--- config.mk ---
export PLATFORM = sky130hd
export DESIGN_NAME = div_restoring
export DESIGN_NICKNAME = d
export VERILOG_FILES = /design/src/rtl/div_restoring.sv
export SDC_FILE = /design/constraint.sdc
export NUM_CORES = 1
export LEC_CHECK = 0
export ABC_AREA = 1
export CAP_MARGIN = 20
export CORE_UTILIZATION = 25
export DETAILED_ROUTE_END_ITERATION = 6
export DONT_BUFFER_PORTS = 1
export HOLD_SLACK_MARGIN = 0.15
export SLEW_MARGIN = 20
export SYNTH_ARGS = -nofsm -noshare
export SYNTH_HDL_FRONTEND = slang
export SYNTH_SLANG_ARGS = --single-unit
--- constraint.sdc ---
create_clock -name clk -period 1.63 [get_ports clk]
set_input_delay 0.2445 -clock clk [delete_from_list [all_inputs] [get_ports clk]]
set_output_delay 0.2445 -clock clk [all_outputs]
set_load 0.1 [all_outputs]
--- src/rtl/div_restoring.sv ---
// Sequential unsigned restoring divider: one quotient bit per SHIFT/SUB pair,
// with an A/M/Q register organisation shared with the shift-add multiplier.
module div_restoring #(
    parameter int unsigned N = 3
) (
    input  logic         clk,
    input  logic         reset,
    input  logic         start,
    input  logic [N-1:0] dividend,
    input  logic [N-1:0] divisor,
    output logic         busy,
    output logic         done,
    output logic         div_zero,
    output logic [N-1:0] quotient,
    output logic [N-1:0] remainder
);

    localparam int unsigned CW = $clog2(N + 1);

    typedef enum logic [1:0] {
        IDLE,
        SHIFT,
        SUB,
        DONE
    } state_t;

    state_t        state;
    logic [N:0]    a;
    logic [N:0]    m;
    logic [N:0]    diff;
    logic [N-1:0]  q;
    logic [CW-1:0] count;

    assign diff      = a - m;
    assign quotient  = q;
    assign remainder = a[N-1:0];

    // Controller and datapath; done defaults low so it can only pulse.
    always_ff @(posedge clk or posedge reset) begin
        if (reset) begin
            state    <= IDLE;
            a        <= '0;
            m        <= '0;
            q        <= '0;
            count    <= '0;
            busy     <= 1'b0;
            done     <= 1'b0;
            div_zero <= 1'b0;
        end else begin
            done <= 1'b0;
            case (state)
                IDLE: begin
                    if (start) begin
                        if (divisor != '0) begin
                            a        <= '0;
                            q        <= dividend;
                            m        <= {1'b0, divisor};
                            count    <= CW'(N);
                            div_zero <= 1'b0;
                            busy     <= 1'b1;
                            state    <= SHIFT;
                        end else begin
                            // Divide by zero: all-ones quotient, dividend as remainder.
                            q        <= '1;
                            a        <= {1'b0, dividend};
                            div_zero <= 1'b1;
                            busy     <= 1'b0;
                            state    <= DONE;
                        end
                    end
                end
                SHIFT: begin
                    {a, q} <= {a[N-1:0], q, 1'b0};
                    state  <= SUB;
                end
                SUB: begin
                    if (!diff[N]) begin
                        a    <= diff;
                        q[0] <= 1'b1;
                    end
                    count <= count - CW'(1);
                    state <= (count == CW'(1)) ? DONE : SHIFT;
                end
                DONE: begin
                    done  <= 1'b1;
                    busy  <= 1'b0;
                    state <= IDLE;
                end
                default: state <= IDLE;
            endcase
        end
    end

endmodule

* Yosys cells after proc, flatten, opt, wreduce, memory -nomap -nowiden
Cells that the tools add are included.
** Cells by class
- Add/subtract/negate cells :: 2
- Eq/ne operators :: 7
- Mux-type cells :: 21
- Reductions and logical operators :: 12
** Operators with widths (number)
- one-hot mux 4 bit (3 select lines) :: 1
- 2-to-1 mux 2 bit :: 5
- 2-to-1 mux 3 bit :: 3
- AND reduction 3 bit :: 3
- 2-to-1 mux 4 bit :: 2
- one-hot mux 2 bit (2 select lines) :: 2
- one-hot mux 2 bit (4 select lines) :: 1
- != test 2 bit, second input constant :: 3
- AND reduction 2 bit :: 3
- nonzero test 2 bit :: 3
- nonzero test 3 bit :: 2
- 2-to-1 mux 1 bit :: 5
- equality test 2 x 1 -> 1 bit, second input constant :: 2
- equality test 2 bit, second input constant :: 2
- subtractor 4 x 3 -> 4 bit :: 1
- one-hot mux 1 bit (3 select lines) :: 1
- zero test 2 bit :: 1
- one-hot mux 1 bit (2 select lines) :: 1
- subtractor 2 x 1 -> 2 bit, second input constant :: 1
** Storage, ports and cells
- Flip-flop bits (word level) :: 17
- Input bits :: 9
- Output and inout bits :: 9
- Word-level logic and storage cells :: 51

* Longest topological paths before layout
Gate-level depths: netlist of run 1.
- Depth after elaboration :: 4
- Gate-level depth with buffers :: 10

* Worst setup path after synthesis of run 1
Ideal clock, no wire load.
- Kind :: reg2reg
- From :: reg a[2]
- To :: reg q[0], in the netlist quotient[0]
- Setup time :: 0.067 ns
- Arrival :: 1.426 ns
- Path slack :: 0.137 ns
- Cell stages (with the launch flop) :: 9
- Path through :: dfrtp_1 ha_1 a21oi_1 nand2_1 nand2_1 nand3_1 nand2_4 nand2_1 nand2_1
** Between the ends
- Longest elaborated chain between the ends :: 3
** Ends and longest elaborated chain
- from (decl) :: RTL line 28 : logic [N:0] a;
- from (signal assigned) :: RTL line 65 : a <= {1'b0, dividend};
- from (signal assigned) :: RTL line 73 : {a, q} <= {a[N-1:0], q, 1'b0};
- from (signal assigned) :: RTL line 78 : a <= diff;
- subtractor 4 x 3 -> 4 bit :: RTL line 34 : assign diff = a - m;
- != test 2 bit (no line)
- AND reduction 3 bit (no line)
- to (signal assigned) :: RTL line 56 : q <= dividend;
- to (signal assigned) :: RTL line 73
- to (decl) :: RTL line 31 : logic [N-1:0] q;
No other way between the ends.
A chain may end at the register's enable or synchronous reset.

* Worst setup path after layout of run 1
- From :: reg a[0]
- To :: reg a[1]
** Between the ends
- Longest elaborated chain between the ends :: 3
** Ends and longest elaborated chain (RTL line)
- subtractor 4 x 3 -> 4 bit :: 34
- 2-to-1 mux 4 bit or != test 2 bit (tied branches)
- one-hot mux 4 bit (3 select lines) or AND reduction 3 bit (tied branches)
Parallel ways exist; a longest one is shown, timed or not. The select of a mux whose other input is x is not followed.

==> key figures, run 1 <==
Outcome
  • Status: completed

Clock tree
  • Sink Count: 17
  • Root Driver: clkbuf_8
  • Maximum level of the CTS H-tree: 1
  • Postcts setup bufs: 0
  • Clk slew on worst S/H paths: ~0.07 ns
  • Inserted Clock Buffers: 3
  • TritonCTS clock tree: built
  • Worst-Skew Late Latency: 0.26 ns
  • CTS max path bufs: 2

Worst setup path
  • Worst path cell trace: inv_2, ha_4, inv_2, fa_1, nand2_1, o21ai_1, nand2_1, nand2_1, nand3_1, nand2_1
  • Critical Path Start Type: flip-flop
  • Max stage delay on crit path: 0.51 ns
  • Worst R2R Start: a[0]
  • Setup crit end kind: flip-flop
  • Crit path required time: 1.83 ns
  • CP max FO: 2
  • Most numerous cell on the critical path: nand2_1
  • Critical Path Start: a[0]
  • Slowest CP cell: fa_1
  • Reg2Reg Setup Slack: roughly 0.026 ns
  • Reg2Reg Depth: 10
  • Critical Path AT: roughly 1.8 ns
  • CP Capture Point: a[1]
  • Crit path kind: reg -> reg
  • Critical R2R Capture: a[1]

STA
  • # setup viols final: 0
  • Worst Skew: 0.00357 ns
  • Unrepaired setup endpoints after global routing: yes
  • Rel. slew slack: 56.4%
  • Max Slew Vio Count: 0
  • Pin slew with the least headroom to its limit: about 0.65 ns
  • Final hold viol count: 0
  • Tcrit/Tclk final: 98.4%
  • Period minus WS final: around 1.6 ns
  • Max Clk Rate: between 0.6 and 0.7 GHz

Place
  • DP Cell Count: 190
  • Hpwl dp: 1770 um
  • GPL Wtd Cong: between 0.8 and 0.9
  • I/O Buffers: 0

Floorplanning
  • Die span in y: 65.9 um
  • Die footprint: 4350 sq um
  • Initial core utilization: 26.9%
  • Core area: 3800 sq um
  • I/O pin count: 18
  • Die width: 65.9 um
  • Rows: 22

Global route
  • Total Routing Usage GR: between 10% and 20%
  • Vias in the first global route: 889
  • Grt total ovfl: 0
  • Largest net degree at the start of global routing: 18
  • Initial antenna violation count: 0
  • First-pass GRT wire length: a little under 4000 um

Logic synthesis
  • Synth Area per Inst: 7.86 sq um
  • Leading post-synthesis cells by cell area: dfrtp_1, nand2_1, ha_1
  • Post-synthesis cell area: slightly above 1000 sq um
  • Most common cell in the netlist: nand2_1
  • Post-synthesis adder-cell area fraction: 11.8%
  • Count of cell types in the netlist: 20
  • Leading area contributor after synthesis: dfrtp_1
  • Synthesized flop and latch total: 17
  • Proportion of netlist area held by the largest area contributor: between 40% and 50%
  • Syn Nets: about 150
  • Synth Area in Compound Gates: 8.20%
  • Seq/Total Area, Yosys: 41.6%
  • Mux contribution to synthesized area: 0%
  • Synth Area in XOR/XNOR: 0%
  • Largest family of logic cells by synthesized area: simple AND/OR/NAND/NOR gates
  • FFs w/ async S/R, synth: 100%
  • Yosys warnings: 0
  • Top cells by count, synth: nand2_1, inv_1, dfrtp_1
  • Top_reg_cell synth: dfrtp_1
  • Post-synth EDFFs: 0
  • Mapped Cells: 130
  • Post-synthesis simple-gate area fraction: between 20 and 30%

Detailed routing
  • Routed WL: 2270 um
  • Avg WL per Cell: 11.5 um
  • DRC: 0
  • Iter 0 DRT Violations: 18
  • 1st-pass router iterations: 4
  • Detailed-route via count: 850
  • Post-route ant nets: 0
  • Drt via density: 4.31

Worst hold path
  • Type of the tightest min-delay check: in -> reg

Flow run
  • Number of max-cap violations: 0

Finish
  • Layout cells sized above 1: 20.8%
  • # fillers: 402
  • Nets: 168
  • Filler-free cell count of the finished design: 197
  • Area Overhead vs Synth: 24.7%
  • Ant diodes: 0
[final cells by class]
cell class                 instances  area, sq um  share of cell area (%)
clock buffer                       3         41.3                    3.24
multi-input combinational         91          526                    41.2
inverter                          18         67.6                    5.30
tap                               48         60.1                    4.71
timing repair buffer              19          150                    11.8
sequential                        17          425                    33.4
clock inverter                     1         5.00                   0.393
[kinds of logic (layout without fill, tap and decap cells)]
kind of cell,count (synthesis),after routing
simple gates,67,67
fa+ha+maj,9,9
flops,17,17
compound gates,15,15
buf+inv,22,41
[how the worst min path moves through the flow]
stage	from	to	slack, ns	cells past startpoint
final	dividend[2]	quotient[2]	0.19	2
after global routing	start	state[0]	0.20	2
after CTS	start	state[0]	0.18	2
after detailed placement	reset	done	0.27	1
after global placement	reset	done	0.26	1
after floorplan	reset	a[0]	0.17	1
[routing by layer]
metal | GRT usage, % | vias up | share of wire (%)
met5 | 0 | - | 0
met4 | 5.59 | 0 | 1.3
met3 | 3.10 | 4 | 6.3
met2 | 19.4 | 14 | 46
met1 | 15.3 | 380 | 46
li1 | - | 452 | -
[registers in the layout (all words and copies together), names as in the netlist]
name      flops
state         2
done          1
quotient      3
div_zero      1
m             3
a             4
busy          1
count         2
[per-stage QoR]
step	worst slack, ns	utilization, %	hold slack [ns]	TNS (ns)	instance area [sq um]
final	0.0257	33.6	0.186	0	1270
after global routing	-0.0939	33.6	0.195	-0.133	1270
after CTS	0.00156	32.8	0.181	0	1240
after detailed placement	0.0211	30.8	0.265	0	1170
after global placement	0.0149	30.8	0.265	0	1170
after floorplan	0.137	-	0.171	0	1020
[worst max-delay path, delay by kind of cell, from the launching register on]
kind | cells | cell delay [ns]
compound gates | 1 | 0.07
buf+inv | 2 | 0.13
simple gates | 5 | 0.32
flops | 1 | 0.39
fa+ha+maj | 2 | 0.64
[timing repair]
| item | CTS | global route |
|---|---|---|
| endpoints found under the hold margin | 19 | 0 |
| pin swaps | 0 | 5 |
| hold buffers | 3 | 0 |
| setup endpoints to repair | 1 | 7 |
| gates resized for setup | 1 | 10 |
| gates cloned | 0 | 0 |
[cell usage in the layout, fill, tap and decap left out, drive strengths merged]
| master | synthesis | layout |
|---|---|---|
| nand2 | 41 | 41 |
| inv | 18 | 18 |
| dfrtp | 17 | 17 |
| buf | 4 | 16 |
| nand3 | 16 | 16 |
| o21ai | 10 | 10 |
| ha | 8 | 8 |
| nor2 | 5 | 5 |
| clkbuf | 0 | 3 |
| dlygate4sd3 | 0 | 3 |
| nor3 | 2 | 2 |
| o22ai | 2 | 2 |
| or2 | 2 | 2 |
| a21oi | 1 | 1 |
| o2111ai | 1 | 1 |
| o21a | 1 | 1 |
| nand4 | 1 | 1 |
| fa | 1 | 1 |
| clkinv | 0 | 1 |
Power of run 1 is not shown: default switching activity piles up to over one toggle a cycle in this logic, so the estimate is an artifact.
==> run 2: changes to the inputs <==
--- a/config.mk
+++ b/config.mk
@@ -11,6 +11,7 @@
 export DETAILED_ROUTE_END_ITERATION = 6
 export DONT_BUFFER_PORTS = 1
 export HOLD_SLACK_MARGIN = 0.15
+export RECOVER_POWER = 100
 export SLEW_MARGIN = 20
 export SYNTH_ARGS = -nofsm -noshare
 export SYNTH_HDL_FRONTEND = slang
==> run 2 against run 1 <==
Compared with the run above:
- critical path depth stayed put
- first-iteration DRC count is 5.6% higher
- via count is 0.12% higher
- sequential share of layout area is 0.67 points higher
==> key figures, run 2 (same netlist as run 1, synthesis figures left out) <==
Global route
  • Vias in the first global route: 889 (unchanged)
  • First-pass GRT wire length: 3930 um (unchanged)
  • Largest net degree at the start of global routing: 18 (unchanged)
  • Grt total ovfl: 0 (unchanged)
  • Total Routing Usage GR: 12.2% (unchanged)
  • Initial antenna violation count: 0 (unchanged)

Worst setup path
  • Worst path cell trace: inv_2, ha_4, inv_2, fa_1, nand2_1, o21ai_1, nand2_1, nand2_1, nand3_1, nand2_1
  • Slowest CP cell: fa_1
  • Critical Path AT: 1.81 ns (about the same)
  • Critical Path Start Type: flip-flop
  • Setup crit end kind: flip-flop
  • CP max FO: 2 (unchanged)
  • Reg2Reg Depth: 10 (unchanged)
  • Max stage delay on crit path: 0.51 ns (about the same)
  • Critical R2R Capture: a[1]
  • Worst R2R Start: a[0]
  • Crit path kind: reg -> reg
  • Reg2Reg Setup Slack: 0.03 ns (about the same)
  • Crit path required time: 1.83 ns (about the same)
  • Most numerous cell on the critical path: nand2_1

STA
  • Tcrit/Tclk final: 98.4% (about the same)
  • Setup TNS: 0 ns (unchanged)
  • Worst Skew: 0.00365 ns (+0.0000791 ns)
  • Pin slew with the least headroom to its limit: 0.653 ns (-0.000221 ns)
  • Max Clk Rate: 0.623 GHz (about the same)
  • Period minus WS final: 1.60 ns (+0.0000326 ns)
  • # setup viols final: 0 (unchanged)
  • Unrepaired setup endpoints after global routing: yes
  • Max Slew Vio Count: 0 (unchanged)
  • Final hold viol count: 0 (unchanged)
  • Rel. slew slack: 56.4% (about the same)

Worst hold path
  • Worst Hold End: quotient[2]
  • Type of the tightest min-delay check: in -> reg
  • Hold Crit Start: dividend[2]
  • Hold depth: 2 (unchanged)

Detailed routing
  • Routed WL: 2270 um (about the same)
  • Avg WL per Cell: 11.5 um (about the same)
  • Post-route ant nets: 0 (unchanged)
  • DRC: 0 (unchanged)
  • 1st-pass router iterations: 4 (unchanged)
  • Drt via density: 4.32 (+0.12%)
  • Iter 0 DRT Violations: 19 (+1)
  • Detailed-route via count: 851 (+0.12%)

Finish
  • Max reg flops: 4 (unchanged)
  • Nets: 168 (unchanged)
  • Ant diodes: 0 (unchanged)
  • Area Overhead vs Synth: 22.3%
  • Commonest cells after routing, fill and taps aside: nand2_1, dfrtp_1, inv_1
  • Top reg by flops: a
  • Leading cell type in the layout, fill and taps excluded: nand2_1
  • # fillers: 408 (+1.5%)
  • Multi-input gate area: 522 sq um (-0.71%)
  • Register area: 425 sq um (unchanged)
  • Final core utilization: 32.9% (-0.66 points)
  • Layout cells sized above 1: 19.5% (-1.3 points)

Clock tree
  • CTS max path bufs: 2 (unchanged)
  • Root Driver: clkbuf_8
  • Inserted Clock Buffers: 3 (unchanged)
  • Clk slew on worst S/H paths: 0.07 ns (about the same)
  • Worst-Skew Late Latency: 0.26 ns (about the same)
  • Maximum level of the CTS H-tree: 1 (unchanged)
  • Sink Count: 17 (unchanged)
  • Postcts setup bufs: 0 (unchanged)
  • TritonCTS clock tree: built

Flow run
  • Number of max-cap violations: 0 (unchanged)

Place
  • GPL Wtd Cong: 0.831 (unchanged)
  • Hpwl dp: 1770 um (unchanged)
  • I/O Buffers: 0 (unchanged)

Floorplanning
  • Die width: 65.9 um (unchanged)
  • Rows: 22 (unchanged)
  • Core area: 3800 sq um (unchanged)
  • Die span in y: 65.9 um (unchanged)
  • I/O pin count: 18 (unchanged)
  • Initial core utilization: 26.9% (unchanged)
  • Die footprint: 4350 sq um (unchanged)

Outcome
  • Status: completed
==> run 2: changes by cell type in the layout (fill, tap and decap cells not counted) <==
cell      delta
buf_4        -9
clkbuf_2     +7
clkbuf_1     +1
clkbuf_4     +1
o21ai_1      +1
o21ai_2      -1
==> run 2: final cells by class <==
class,count,area share [%]
Multi-Input combinational cell,91,41.7
Sequential cell,17,34.0
Timing Repair Buffer,19,10.3
Inverter,18,5.41
Tap cell,48,4.80
Clock buffer,3,3.30
Clock inverter,1,0.400
==> run 2: layer usage <==
| metal | wire length (um) | vias up | GRT usage (%) |
|---|---|---|---|
| met5 | 0 | - | 0 |
| met2 | 1050 | 12 | 19.4 |
| met1 | 1050 | 384 | 15.3 |
| met3 | 140 | 4 | 3.10 |
| li1 | - | 451 | - |
| met4 | 29 | 0 | 5.59 |
==> run 2: worst max-delay path: cells and delay by family (launching register included) <==
kind | cells | cell delay, ns
adder cells (fa/ha/maj) | 2 | 0.64
flip-flops | 1 | 0.39
AND/OR/NAND/NOR | 5 | 0.32
buffers and inverters | 2 | 0.13
AO/OA/AOI/OAI | 1 | 0.07
==> run 2: how the worst max path moves through the flow <==
stage                     start          end  slack [ns]  depth (start not counted)
after floorplan            a[2]  quotient[0]        0.14                          8
after global placement     a[0]         a[1]        0.01                         10
after detailed placement   a[0]         a[1]        0.02                         10
after CTS                  a[0]         a[1]       0.002                         10
after global routing       a[0]         a[1]       -0.09                         10
final                      a[0]         a[1]        0.03                         10
==> run 2: repair_timing <==
item | CTS | global route
endpoints found under the setup margin | 1 | 7
gates resized for setup | 1 | 10
gates cloned | 0 | 0
hold buffers | 3 | 0
hold endpoints to repair | 19 | 0
pin swaps | 0 | 5
==> run 2: per-stage QoR <==
step                hold WS (ns)  worst slack [ns]  instances  area (sq um)
finish                     0.185            0.0256        197          1250
detailed placement         0.265            0.0211        190          1170
floorplan                  0.171             0.137        130          1020
global route               0.195           -0.0939        197          1250
CTS                        0.181           0.00156        197          1240
global placement           0.265            0.0149        190          1170
Power of run 2 is left out for the same reason.
==> run 3: changes to the inputs <==
--- a/config.mk
+++ b/config.mk
@@ -12,7 +12,9 @@
 export DONT_BUFFER_PORTS = 1
 export HOLD_SLACK_MARGIN = 0.15
 export RECOVER_POWER = 100
-export SLEW_MARGIN = 20
+export SKIP_CTS_REPAIR_TIMING = 1
+export SKIP_LAST_GASP = 1
+export SLEW_MARGIN = 5
 export SYNTH_ARGS = -nofsm -noshare
 export SYNTH_HDL_FRONTEND = slang
 export SYNTH_SLANG_ARGS = --single-unit
==> run 3 against run 2 <==
Compared with the run above:
- cell count stayed put
- clock-buffer cell count unchanged
- critical path depth is the same
- design area fell by 0.20%
- wire length is 0.48% lower
- highest routed layer unchanged
- critical endpoint unchanged
- first-iteration DRC count down 47%
- register-to-register slack about the same
- largest cell class unchanged
- utilization fell by 0.066 points
- hold slack got worse by 0.00061 ns
- setup slack got worse by 0.0021 ns
- non-clock buffer count unchanged
- critical path type unchanged
==> key figures, run 3 (same netlist as run 1, synthesis figures left out) <==
Outcome
  • Status: completed

Clock tree
  • Sink Count: 17 (unchanged)
  • Clk slew on worst S/H paths: 0.07 ns (about the same)
  • Inserted Clock Buffers: 3 (unchanged)
  • CTS max path bufs: 2 (unchanged)
  • Root Driver: clkbuf_8
  • Worst-Skew Late Latency: 0.26 ns (about the same)
  • TritonCTS clock tree: built
  • Maximum level of the CTS H-tree: 1 (unchanged)

Finish
  • Leading cell type in the layout, fill and taps excluded: nand2_1
  • Top reg by flops: a
  • Max reg flops: 4 (unchanged)
  • Layout cells sized above 1: 18.8% (-0.67 points)
  • Area Overhead vs Synth: 22.0%
  • Nets: 168 (unchanged)
  • Final core utilization: 32.8% (-0.066 points)
  • Commonest cells after routing, fill and taps aside: nand2_1, dfrtp_1, inv_1
  • Ant diodes: 0 (unchanged)

Detailed routing
  • 1st-pass router iterations: 4 (unchanged)
  • DRC: 0 (unchanged)
  • Avg WL per Cell: 11.5 um (-0.48%)
  • Routed WL: 2260 um (-0.48%)
  • Drt via density: 4.34 (+0.35%)
  • Post-route ant nets: 0 (unchanged)
  • Iter 0 DRT Violations: 10 (-9)
  • Detailed-route via count: 854 (+0.35%)

STA
  • Worst Skew: 0.00366 ns (+0.0000111 ns)
  • Max Slew Vio Count: 0 (unchanged)
  • Pin slew with the least headroom to its limit: 0.654 ns (+0.00181 ns)
  • Unrepaired setup endpoints after global routing: yes
  • Min setup slack post-route: 0.0235 ns (-0.00213 ns)
  • Max Clk Rate: 0.622 GHz (-0.13%)
  • Tcrit/Tclk final: 98.6% (+0.13 points)
  • # setup viols final: 0 (unchanged)
  • Rel. slew slack: 56.3% (-0.12 points)
  • Period minus WS final: 1.61 ns (+0.00213 ns)
  • Final hold viol count: 0 (unchanged)
  • Setup TNS: 0 ns (unchanged)

Floorplanning
  • Die span in y: 65.9 um (unchanged)
  • Rows: 22 (unchanged)
  • Initial core utilization: 26.9% (unchanged)
  • Core area: 3800 sq um (unchanged)
  • I/O pin count: 18 (unchanged)
  • Die footprint: 4350 sq um (unchanged)
  • Die width: 65.9 um (unchanged)

Worst setup path
  • Critical R2R Capture: a[1]
  • Reg2Reg Setup Slack: 0.02 ns (about the same)
  • Worst R2R Start: a[0]
  • Setup crit end kind: flip-flop
  • Critical Path AT: 1.81 ns (about the same)
  • Most numerous cell on the critical path: nand2_1
  • Worst path cell trace: inv_2, ha_4, inv_2, fa_1, nand2_1, o21ai_1, nand2_1, nand2_1, nand3_1, nand2_1
  • Critical Path Start Type: flip-flop
  • Crit path required time: 1.83 ns (about the same)
  • Max stage delay on crit path: 0.51 ns (about the same)
  • Slowest CP cell: fa_1
  • Reg2Reg Depth: 10 (unchanged)
  • CP max FO: 2 (unchanged)
  • Crit path kind: reg -> reg

Place
  • Pre-CTS WS: 0.0211 ns (unchanged)
  • Hpwl dp: 1770 um (unchanged)
  • I/O Buffers: 0 (unchanged)
  • GPL Wtd Cong: 0.831 (unchanged)

Global route
  • Grt total ovfl: 0 (unchanged)
  • Total Routing Usage GR: 12.1% (-0.036 points)
  • Vias in the first global route: 881 (-0.90%)
  • GR peak layer: met2
  • Largest net degree at the start of global routing: 18 (unchanged)
  • GR Layer Usage met2: 19.3% (-0.13 points)
  • Met1 Use GR: 15.3% (unchanged)
  • First-pass GRT wire length: 3910 um (-0.53%)
  • Initial antenna violation count: 0 (unchanged)
  • Met3 Use GR: 3.10% (unchanged)

Worst hold path
  • Worst Hold End: state[0]
  • Hold Crit Start: start
  • Hold depth: 2 (unchanged)
  • Type of the tightest min-delay check: in -> reg

Flow run
  • Number of max-cap violations: 0 (unchanged)
==> run 3: worst max-delay path by stage <==
stage	from	endpoint	cells after the start
2_1_floorplan	a[2]	quotient[0]	8
3_3_place_gp	a[0]	a[1]	10
3_5_place_dp	a[0]	a[1]	10
4_1_cts	a[0]	a[1]	10
5_1_grt	a[0]	a[1]	10
6_report	a[0]	a[1]	10
==> run 3: metal layers <==
metal  wire length, um  vias up
met5                 0        -
met4                42        0
met3               142        5
met2              1020       13
met1              1050      385
li1                  -      451
==> run 3: final cells by class <==
class / count / area, sq um
clock buffer: 3 / 41.3
inverter: 18 / 67.6
fill: 405 / 2550
tap: 48 / 60.1
multi-input combinational: 91 / 523
sequential: 17 / 425
timing repair buffer: 19 / 125
clock inverter: 1 / 5.00
==> run 3: metrics by stage <==
step,instances,instance area [sq um],hold WS [ns]
global route,197,1250,0.195
CTS,194,1210,-0.0142
floorplan,130,1020,0.171
global placement,190,1170,0.265
finish,197,1250,0.185
detailed placement,190,1170,0.265
==> run 3: critical path: cells and delay by family, from the launching register on <==
| kind | cells | cell delay [ns] |
|---|---|---|
| flops | 1 | 0.39 |
| fa+ha+maj | 2 | 0.64 |
| buf+inv | 2 | 0.13 |
| compound gates | 1 | 0.07 |
| simple gates | 5 | 0.32 |
Power of run 3 is left out for the same reason.
